<file path="src/rtl/lsu_pkg.sv">
// Shared types and constants for the load/store unit controller.
package lsu_pkg;

  typedef enum logic [1:0] {
    StIdle,
    StReq,
    StDone,
    StErr
  } lsu_state_e;

  typedef enum logic [1:0] {
    SzByte,
    SzHalf,
    SzWord
  } lsu_size_e;

  localparam logic [2:0] Funct3B  = 3'b000;
  localparam logic [2:0] Funct3H  = 3'b001;
  localparam logic [2:0] Funct3W  = 3'b010;
  localparam logic [2:0] Funct3Bu = 3'b100;
  localparam logic [2:0] Funct3Hu = 3'b101;

  localparam logic [3:0] BeByte = 4'b0001;
  localparam logic [3:0] BeHalf = 4'b0011;
  localparam logic [3:0] BeWord = 4'b1111;

  // Unsupported encodings fall back to a word access.
  function automatic lsu_size_e access_size(input logic [2:0] funct3);
    lsu_size_e size;
    case (funct3)
      Funct3B, Funct3Bu: size = SzByte;
      Funct3H, Funct3Hu: size = SzHalf;
      default:           size = SzWord;
    endcase
    return size;
  endfunction

  function automatic logic is_misaligned(input logic [2:0] funct3, input logic [1:0] addr_lo);
    lsu_size_e size;
    size = access_size(funct3);
    return ((size == SzHalf) && addr_lo[0]) || ((size == SzWord) && (addr_lo != 2'b00));
  endfunction

endpackage

</file>
<file path="src/rtl/lsu_align.sv">
// Combinational lane logic: store replication, byte enables and load extraction/extension.
module lsu_align
  import lsu_pkg::*;
(
  input  logic [2:0]  funct3,
  input  logic [1:0]  addr_lo,
  input  logic [31:0] wdata,
  input  logic [31:0] rdata,
  output logic [31:0] wdata_rep,
  output logic [3:0]  be,
  output logic [31:0] rdata_ext
);

  logic [7:0]  byte_lane;
  logic [15:0] half_lane;
  lsu_size_e   size;

  always_comb begin
    size      = access_size(funct3);
    byte_lane = rdata[{addr_lo, 3'b000} +: 8];
    half_lane = rdata[{addr_lo[1], 4'b0000} +: 16];
    wdata_rep = wdata;
    be        = BeWord;
    rdata_ext = rdata;
    case (size)
      SzByte: begin
        wdata_rep = {4{wdata[7:0]}};
        be        = BeByte << addr_lo;
        // funct3[2] selects the unsigned variants
        rdata_ext = funct3[2] ? {24'b0, byte_lane} : {{24{byte_lane[7]}}, byte_lane};
      end
      SzHalf: begin
        wdata_rep = {2{wdata[15:0]}};
        be        = BeHalf << {addr_lo[1], 1'b0};
        rdata_ext = funct3[2] ? {16'b0, half_lane} : {{16{half_lane[15]}}, half_lane};
      end
      default: begin
        wdata_rep = wdata;
        be        = BeWord;
        rdata_ext = rdata;
      end
    endcase
  end

endmodule

</file>
<file path="src/rtl/lsu_ctrl.sv">
// Load/store unit controller: one outstanding data-memory access with timeout.
// Define LSU_MISALIGN_TRAP_EN to fault misaligned half/word accesses without a memory request.
module lsu_ctrl
  import lsu_pkg::*;
#(
  parameter int unsigned WAIT_MAX = 15
) (
  input  logic        clk,
  input  logic        rst_n,
  input  logic        MemReq,
  input  logic        MemWrite,
  input  logic [2:0]  funct3,
  input  logic [31:0] Addr,
  input  logic [31:0] WriteData,
  output logic        Stall,
  output logic        Done,
  output logic [31:0] ReadData,
  output logic        Fault,
  output logic        mem_req,
  output logic        mem_we,
  output logic [31:0] mem_addr,
  output logic [31:0] mem_wdata,
  output logic [3:0]  mem_be,
  input  logic [31:0] mem_rdata,
  input  logic        mem_ready
);

  localparam int unsigned CntW = (WAIT_MAX > 1) ? $clog2(WAIT_MAX) : 1;
  localparam logic [CntW-1:0] CntLast = CntW'(WAIT_MAX - 1);

  lsu_state_e      state_q, state_d;
  logic [CntW-1:0] cnt_q, cnt_d;
  logic [31:0]     addr_q, wdata_q, rd_q;
  logic [3:0]      be_q;
  logic            we_q;
  logic [2:0]      f3_q;
  logic [1:0]      lo_q;

  logic            accept, capture, misalign;
  logic [2:0]      al_f3;
  logic [1:0]      al_lo;
  logic [31:0]     al_wdata, al_rdata;
  logic [3:0]      al_be;

  // The aligner sees live inputs while idle and the captured request afterwards.
  assign al_f3 = (state_q == StIdle) ? funct3 : f3_q;
  assign al_lo = (state_q == StIdle) ? Addr[1:0] : lo_q;

  lsu_align u_align (
    .funct3    (al_f3),
    .addr_lo   (al_lo),
    .wdata     (WriteData),
    .rdata     (mem_rdata),
    .wdata_rep (al_wdata),
    .be        (al_be),
    .rdata_ext (al_rdata)
  );

  always_comb begin
    state_d  = state_q;
    cnt_d    = cnt_q;
    accept   = 1'b0;
    capture  = 1'b0;
    misalign = 1'b0;
`ifdef LSU_MISALIGN_TRAP_EN
    misalign = is_misaligned(funct3, Addr[1:0]);
`else
    misalign = 1'b0;
`endif
    case (state_q)
      StIdle: begin
        if (MemReq) begin
          if (misalign) begin
            state_d = StErr;
          end else begin
            accept  = 1'b1;
            cnt_d   = '0;
            state_d = StReq;
          end
        end
      end
      StReq: begin
        if (mem_ready) begin
          capture = ~we_q;
          state_d = StDone;
        end else if (cnt_q == CntLast) begin
          state_d = StErr;
        end else begin
          cnt_d = cnt_q + CntW'(1);
        end
      end
      StDone:  state_d = StIdle;
      StErr:   state_d = StIdle;
      default: state_d = StIdle;
    endcase
  end

  always_ff @(posedge clk or negedge rst_n) begin
    if (!rst_n) begin
      state_q <= StIdle;
      cnt_q   <= '0;
      addr_q  <= '0;
      wdata_q <= '0;
      be_q    <= '0;
      we_q    <= 1'b0;
      f3_q    <= '0;
      lo_q    <= '0;
      rd_q    <= '0;
    end else begin
      state_q <= state_d;
      cnt_q   <= cnt_d;
      if (accept) begin
        addr_q  <= {Addr[31:2], 2'b00};
        wdata_q <= al_wdata;
        be_q    <= al_be;
        we_q    <= MemWrite;
        f3_q    <= funct3;
        lo_q    <= Addr[1:0];
      end
      if (capture) begin
        rd_q <= al_rdata;
      end
    end
  end

  // Gated by rst_n so Stall is low during reset even if MemReq is held.
  assign Stall     = rst_n & (((state_q == StIdle) & MemReq) | (state_q == StReq));
  assign Done      = (state_q == StDone);
  assign Fault     = (state_q == StErr);
  assign mem_req   = (state_q == StReq);
  assign mem_we    = we_q;
  assign mem_addr  = addr_q;
  assign mem_wdata = wdata_q;
  assign mem_be    = be_q;
  assign ReadData  = rd_q;

endmodule

</file>
<file path="config.mk">
export PLATFORM = sky130hd
export DESIGN_NAME = lsu_ctrl
export DESIGN_NICKNAME = d
export VERILOG_FILES = /design/src/rtl/lsu_pkg.sv /design/src/rtl/lsu_align.sv /design/src/rtl/lsu_ctrl.sv
export SDC_FILE = /design/constraint.sdc
export NUM_CORES = 1
export LEC_CHECK = 0
export CORE_UTILIZATION = 43
export DETAILED_ROUTE_END_ITERATION = 6
export HOLD_SLACK_MARGIN = 0.08
export PLACE_DENSITY = 0.87
export SLEW_MARGIN = 20
export SYNTH_ARGS = -nofsm -noshare
export SYNTH_HDL_FRONTEND = slang
export SYNTH_SLANG_ARGS = --single-unit
</file>
<file path="constraint.sdc">
create_clock -name clk -period 3.01 [get_ports clk]
set_input_delay 0.4515 -clock clk [delete_from_list [all_inputs] [get_ports clk]]
set_output_delay 0.4515 -clock clk [all_outputs]
set_load 0.005 [all_outputs]
</file>
==> run metrics, run 1 <==
status complete, but fails checks; failing checks design-rule violations; Post-synth ARST share 100%; maxcap violations 0; synthesis warning total 0; Worst Setup End Kind output pin; Layout area overhead 49.2%; First-pass DRT Iterations 7; vias per cell 5.52; Synth Area in Adders 0.489%; clock root cell clkbuf_16; synthesized area 0.00511 sq mm; TritonCTS clock tree done; Worst Hold Class primary input to asynchronous set/reset pin; setup violators final 0; WS Path Type flip-flop to output pin; Syn Area/Cell 8.96 sq um; Synth cell types 50; largest family of logic cells by synthesized area simple AND/OR/NAND/NOR gates; post-synthesis mux area share 1.57%; Post-layout nets 872; Critical Path RT 2.56 ns; starting density of the core about 44%; Final Max Slew Viols 0; Die Span Y 111 microns; Setup Skew 0.00613 ns; max_slew headroom 37.2%; post-synth top area share 53.8%; fillers 910; hold_buf cts 0; hpwl dp 12.1 mm; Peak Freq between 300 and 400 MHz; latest clock arrival within the worst-skew pair 0.36 ns; Rows 39; core area 0.0115 sq mm; Synth Area in XOR/XNOR less than 1%; slew of the pin with the lowest slew margin 0.939 ns; critical path peak fanout 14; register area ~0.0028 sq mm; area leader, netlist dfrtp_1; All-Layer GR Usage ~27%; post_cts resized 0; number of port buffers ~200; 1st-iter DRT viols about 450; GPL Wtd Cong 0.848; Lkg Pwr between 3 and 4 nW; hold violation total from the final report 0; Antenna Violating Nets Remaining 0; Cells after DPL 898; Final Cycle Share 94.6%; count leader, synth nand2_1; P per Cell Area 947 mW/mm^2; WP data arrival 2.40 ns; layout cells sized above 1 7.26%; Num CTS Buffers 9; number of synthesized flops with an enable pin 0; Final WS setup 0.163 ns; Synth Instances approximately 570; Worst-path clk slew 0.08 ns; Die X 111 microns; Synth top cells by count nand2_1 (195), dfrtp_1 (110), nor2_1 (51), a21oi_1 (35), clkbuf_1 (27); I/O pins 209; Min Hold Slack 0.235 ns; clk buf depth 2; Area contributors post-synth dfrtp_1 (54%), nand2_1 (14%), nor2_1 (3.7%); final setup TNS 0 ns; min cycle time layout 2.85 ns; die footprint 0.0123 sq mm; synthesized-area fraction occupied by and/or/nand/nor cells 21.2%; DR DRC count 41; RSZ-0062 raised after global routing no; worst slack, placed -0.00410 ns; Overflow after GRT 0; Antenna Cells 0; Synth Register Bits 110; # Post-CTS Setup Buffers 0; CP startpoint kind flip-flop; largest net degree at the start of global routing 69; area of the multi-input gates 0.00220 sq mm; vias in the first global route 5046; Seq/Total Area, Yosys between 50% and 60%; via count 5044; Synth Area in Compound Gates 19.0%; H-tree levels 3; Post-Layout Cell Count 914; Reg2Reg Depth 5; Max VDD drop 441 uV; initial antenna violation count 0; dominant synthesized flop cell dfrtp_1; first-pass GRT wire length 26.4 mm; DR WL/cell 18.3 microns; total wire length 16.7 mm; clk sinks 110
-- cell usage in the layout (no fill, tap or decap), drive strengths merged, types with 3 or more instances in the layout --
master	Yosys	layout
clkdlybuf4s50	0	205
a221oi	14	14
nor2	51	51
and2	3	3
a222oi	8	8
inv	4	7
a31oi	18	18
dfrtp	110	110
clkbuf	27	9
a21oi	46	46
buf	10	15
nand2	195	195
a211oi	4	4
o21ai	28	28
nand3	5	5
mux2i	8	8
a211o	7	7
-- routing by layer --
metal | global-route usage (%) | share of wire, %
met1 | 33.1 | 39
met2 | 45.6 | 49
met3 | 7.98 | 10
met4 | 12.1 | 2.0
met5 | 0 | 0
-- flip-flops by register name, indices dropped and copies added, names as in the netlist --
signal,flops
lo_q,2
state_q,2
f3_q,3
mem_addr,30
cnt_q,4
mem_wdata,32
mem_we,1
mem_be,4
ReadData,32
-- cell type report --
class / instances / share of cell area, %
inverter: 4 / 0.197
clock buffer: 9 / 2.95
timing repair buffer: 220 / 28.5
multi-input combinational: 421 / 28.8
sequential: 110 / 36.1
clock inverter: 7 / 1.05
tap: 143 / 2.35
-- power breakdown --
part           switching [W]  total [W]  leakage [nW]  internal (W)
logic                0.00156    0.00338          1.87       0.00182
clock network       0.000584    0.00124         0.148      0.000658
registers           0.000455    0.00260          1.31       0.00215
total                0.00260    0.00722          3.33       0.00462
-- worst paths after layout --
check                                   startpoint                       end  slack (ns)
setup / recovery            state_q[0]$_DFFE_PN0P_                     Stall        0.16
hold / removal                               rst_n  mem_wdata[4]$_DFFE_PN0P_        0.24
setup reg to reg            state_q[0]$_DFFE_PN0P_  ReadData[16]$_DFFE_PN0P_        0.30
hold reg to reg            mem_addr[3]$_DFFE_PN0P_   mem_addr[3]$_DFFE_PN0P_        0.48
max in group asynchronous                    rst_n      cnt_q[2]$_DFFE_PN0P_        1.54
min in group clk           mem_addr[3]$_DFFE_PN0P_   mem_addr[3]$_DFFE_PN0P_        0.48
-- metrics by stage --
| stage | utilization, % | power [W] | area [sq um] |
|---|---|---|---|
| 6_report | 66.2 | 0.00722 | 7630 |
| 5_1_grt | 66.2 | 0.00765 | 7630 |
| 4_1_cts | 66.2 | 0.00726 | 7630 |
| 3_5_place_dp | 63.6 | 0.00599 | 7320 |
| 3_3_place_gp | 63.6 | 0.00584 | 7320 |
| 2_1_floorplan | - | 0.00398 | 5120 |
-- cell families after synthesis --
logic type               after synthesis
AND/OR/NAND/NOR                      270
flip-flops                           110
multiplexers                           8
AO/OA/AOI/OAI                        138
other                                  1
adder cells (fa/ha/maj)                2
buffers and inverters                 41
XOR/XNOR                               1
-- worst max-delay path, cell delays in order (launching register included) --
cell             delay [ns]
dfrtp_1                0.50
nor2_1                 0.63
nand2_2                0.13
a21boi_0               0.23
clkdlybuf4s50_1        0.54
Note: power is estimated with default switching activity, not from simulation.
==> run 2, diff against run 1 <==
- MAX_ROUTING_LAYER: default -> met4
==> run metrics, run 2 (synthesis gave the netlist of run 1 again) <==
slew of the pin with the lowest slew margin 0.965 ns; layout cells sized above 1 7.26%; Final Cycle Share a little over nine tenths; status complete, but fails checks; CP peak stage delay 0.62 ns; core area 0.0115 sq mm; most frequent cells in the layout clkdlybuf4s50_1 (205), nand2_1 (194), dfrtp_1 (110); vias in the first global route 5221; RSZ-0062 raised after global routing no; Min Hold Slack 0.238 ns; CP Buf/Inv Count 1; failing checks design-rule violations; First-pass DRT Iterations 7; slowest CP cell nor2_1; post-layout util 66.2%; clk sinks 110; starting density of the core 44.4%; GPL Wtd Cong 0.858; maxcap violations 0; Design Area, Final between 0.007 and 0.008 sq mm; Antenna Violating Nets Remaining 0; All-Layer GR Usage 28.4%; TritonCTS clock tree done; Final Total Pwr 0.00722 W; hpwl dp 12.0 mm; Die X 111 microns; Placed Area ~0.0073 sq mm; max_slew headroom 35.5%; hold_buf cts 0; die footprint 0.0123 sq mm; first-pass GRT wire length about 27 mm; Die Span Y 111 microns; DR WL/cell 18.2 microns; Post-layout nets 872; post_cts resized 0; clock root cell clkbuf_16; DR DRC count 40; Antenna Cells 0; latest clock arrival within the worst-skew pair 0.34 ns; setup violators final 0; Worst-path clk slew roughly 0.07 ns; Final Max Slew Viols 0; register area roughly 0.0028 sq mm; clk buf depth 2; Overflow after GRT 0; most common cell after layout, fill and taps aside clkdlybuf4s50_1; via count 5102; vias per cell 5.58; Critical Path RT 2.56 ns; WS Path Type flip-flop to output pin; I/O pins 209; Rows 39; critical path peak fanout 14; initial antenna violation count 0; CP startpoint kind flip-flop; min cycle time layout 2.83 ns; Peak Freq 353 MHz; H-tree levels 3; Setup Skew approximately 0.0047 ns; Num CTS Buffers 9; # Post-CTS Setup Buffers 0; fillers 894; number of port buffers 206; Max VDD drop 432 uV; Layout area overhead 49.2%; Lkg Pwr 3.33 nW; Worst Setup End Kind output pin; worst path cell trace nor2_1 -> nand2_2 -> a21boi_0 -> clkdlybuf4s50_1; largest net degree at the start of global routing between 60 and 70; CP delay by family, top simple AND/OR/NAND/NOR gates; total wire length 16.6 mm; hold violation total from the final report 0; P per Cell Area 946 mW/mm^2; area of the multi-input gates roughly 0.0022 sq mm; Worst Hold Class primary input to asynchronous set/reset pin; 1st-iter DRT viols 391; WP data arrival around 2.4 ns
-- run 2: final cells by class --
class,instances,area share (%)
well taps,143,2.35
repair buffers,220,28.5
multi-input cells,421,28.8
inverters,4,0.197
flip-flops and latches,110,36.1
clock inverters,7,1.03
clock buffers,9,2.95
-- run 2: report_power, final --
group          switching, W  internal (W)  leakage, nW
sequential         0.000463       0.00215         1.31
combinational       0.00156       0.00182         1.87
clock              0.000574      0.000659        0.151
-- run 2: path summary, 6_finish.rpt --
check	start	endpoint	slack, ns	depth (start not counted)
min in group clk	mem_addr[18]$_DFFE_PN0P_	mem_addr[18]$_DFFE_PN0P_	0.48	2
min	rst_n	mem_addr[29]$_DFFE_PN0P_	0.24	2
max in group asynchronous	rst_n	mem_be[3]$_DFFE_PN0P_	1.58	3
max	state_q[0]$_DFFE_PN0P_	Stall	0.18	4
max reg2reg	state_q[0]$_DFFE_PN0P_	ReadData[21]$_DFFE_PN0P_	0.30	5
min reg2reg	mem_addr[18]$_DFFE_PN0P_	mem_addr[18]$_DFFE_PN0P_	0.48	2
-- run 2: metal layers --
metal	global-route usage, %	wire [microns]	part of all wire [%]
met1	33.8	6510	39
met2	45.7	8040	48
met3	6.89	1560	9.4
met4	13.0	488	2.9
met5	-	0	0
-- run 2: metrics by stage --
stage	cells	setup slack, ns	TNS, ns
2_1_floorplan	572	0.928	0
3_3_place_gp	898	0.124	0
5_1_grt	914	0.0340	0
4_1_cts	914	0.185	0
3_5_place_dp	898	-0.0173	-0.0248
6_report	914	0.177	0
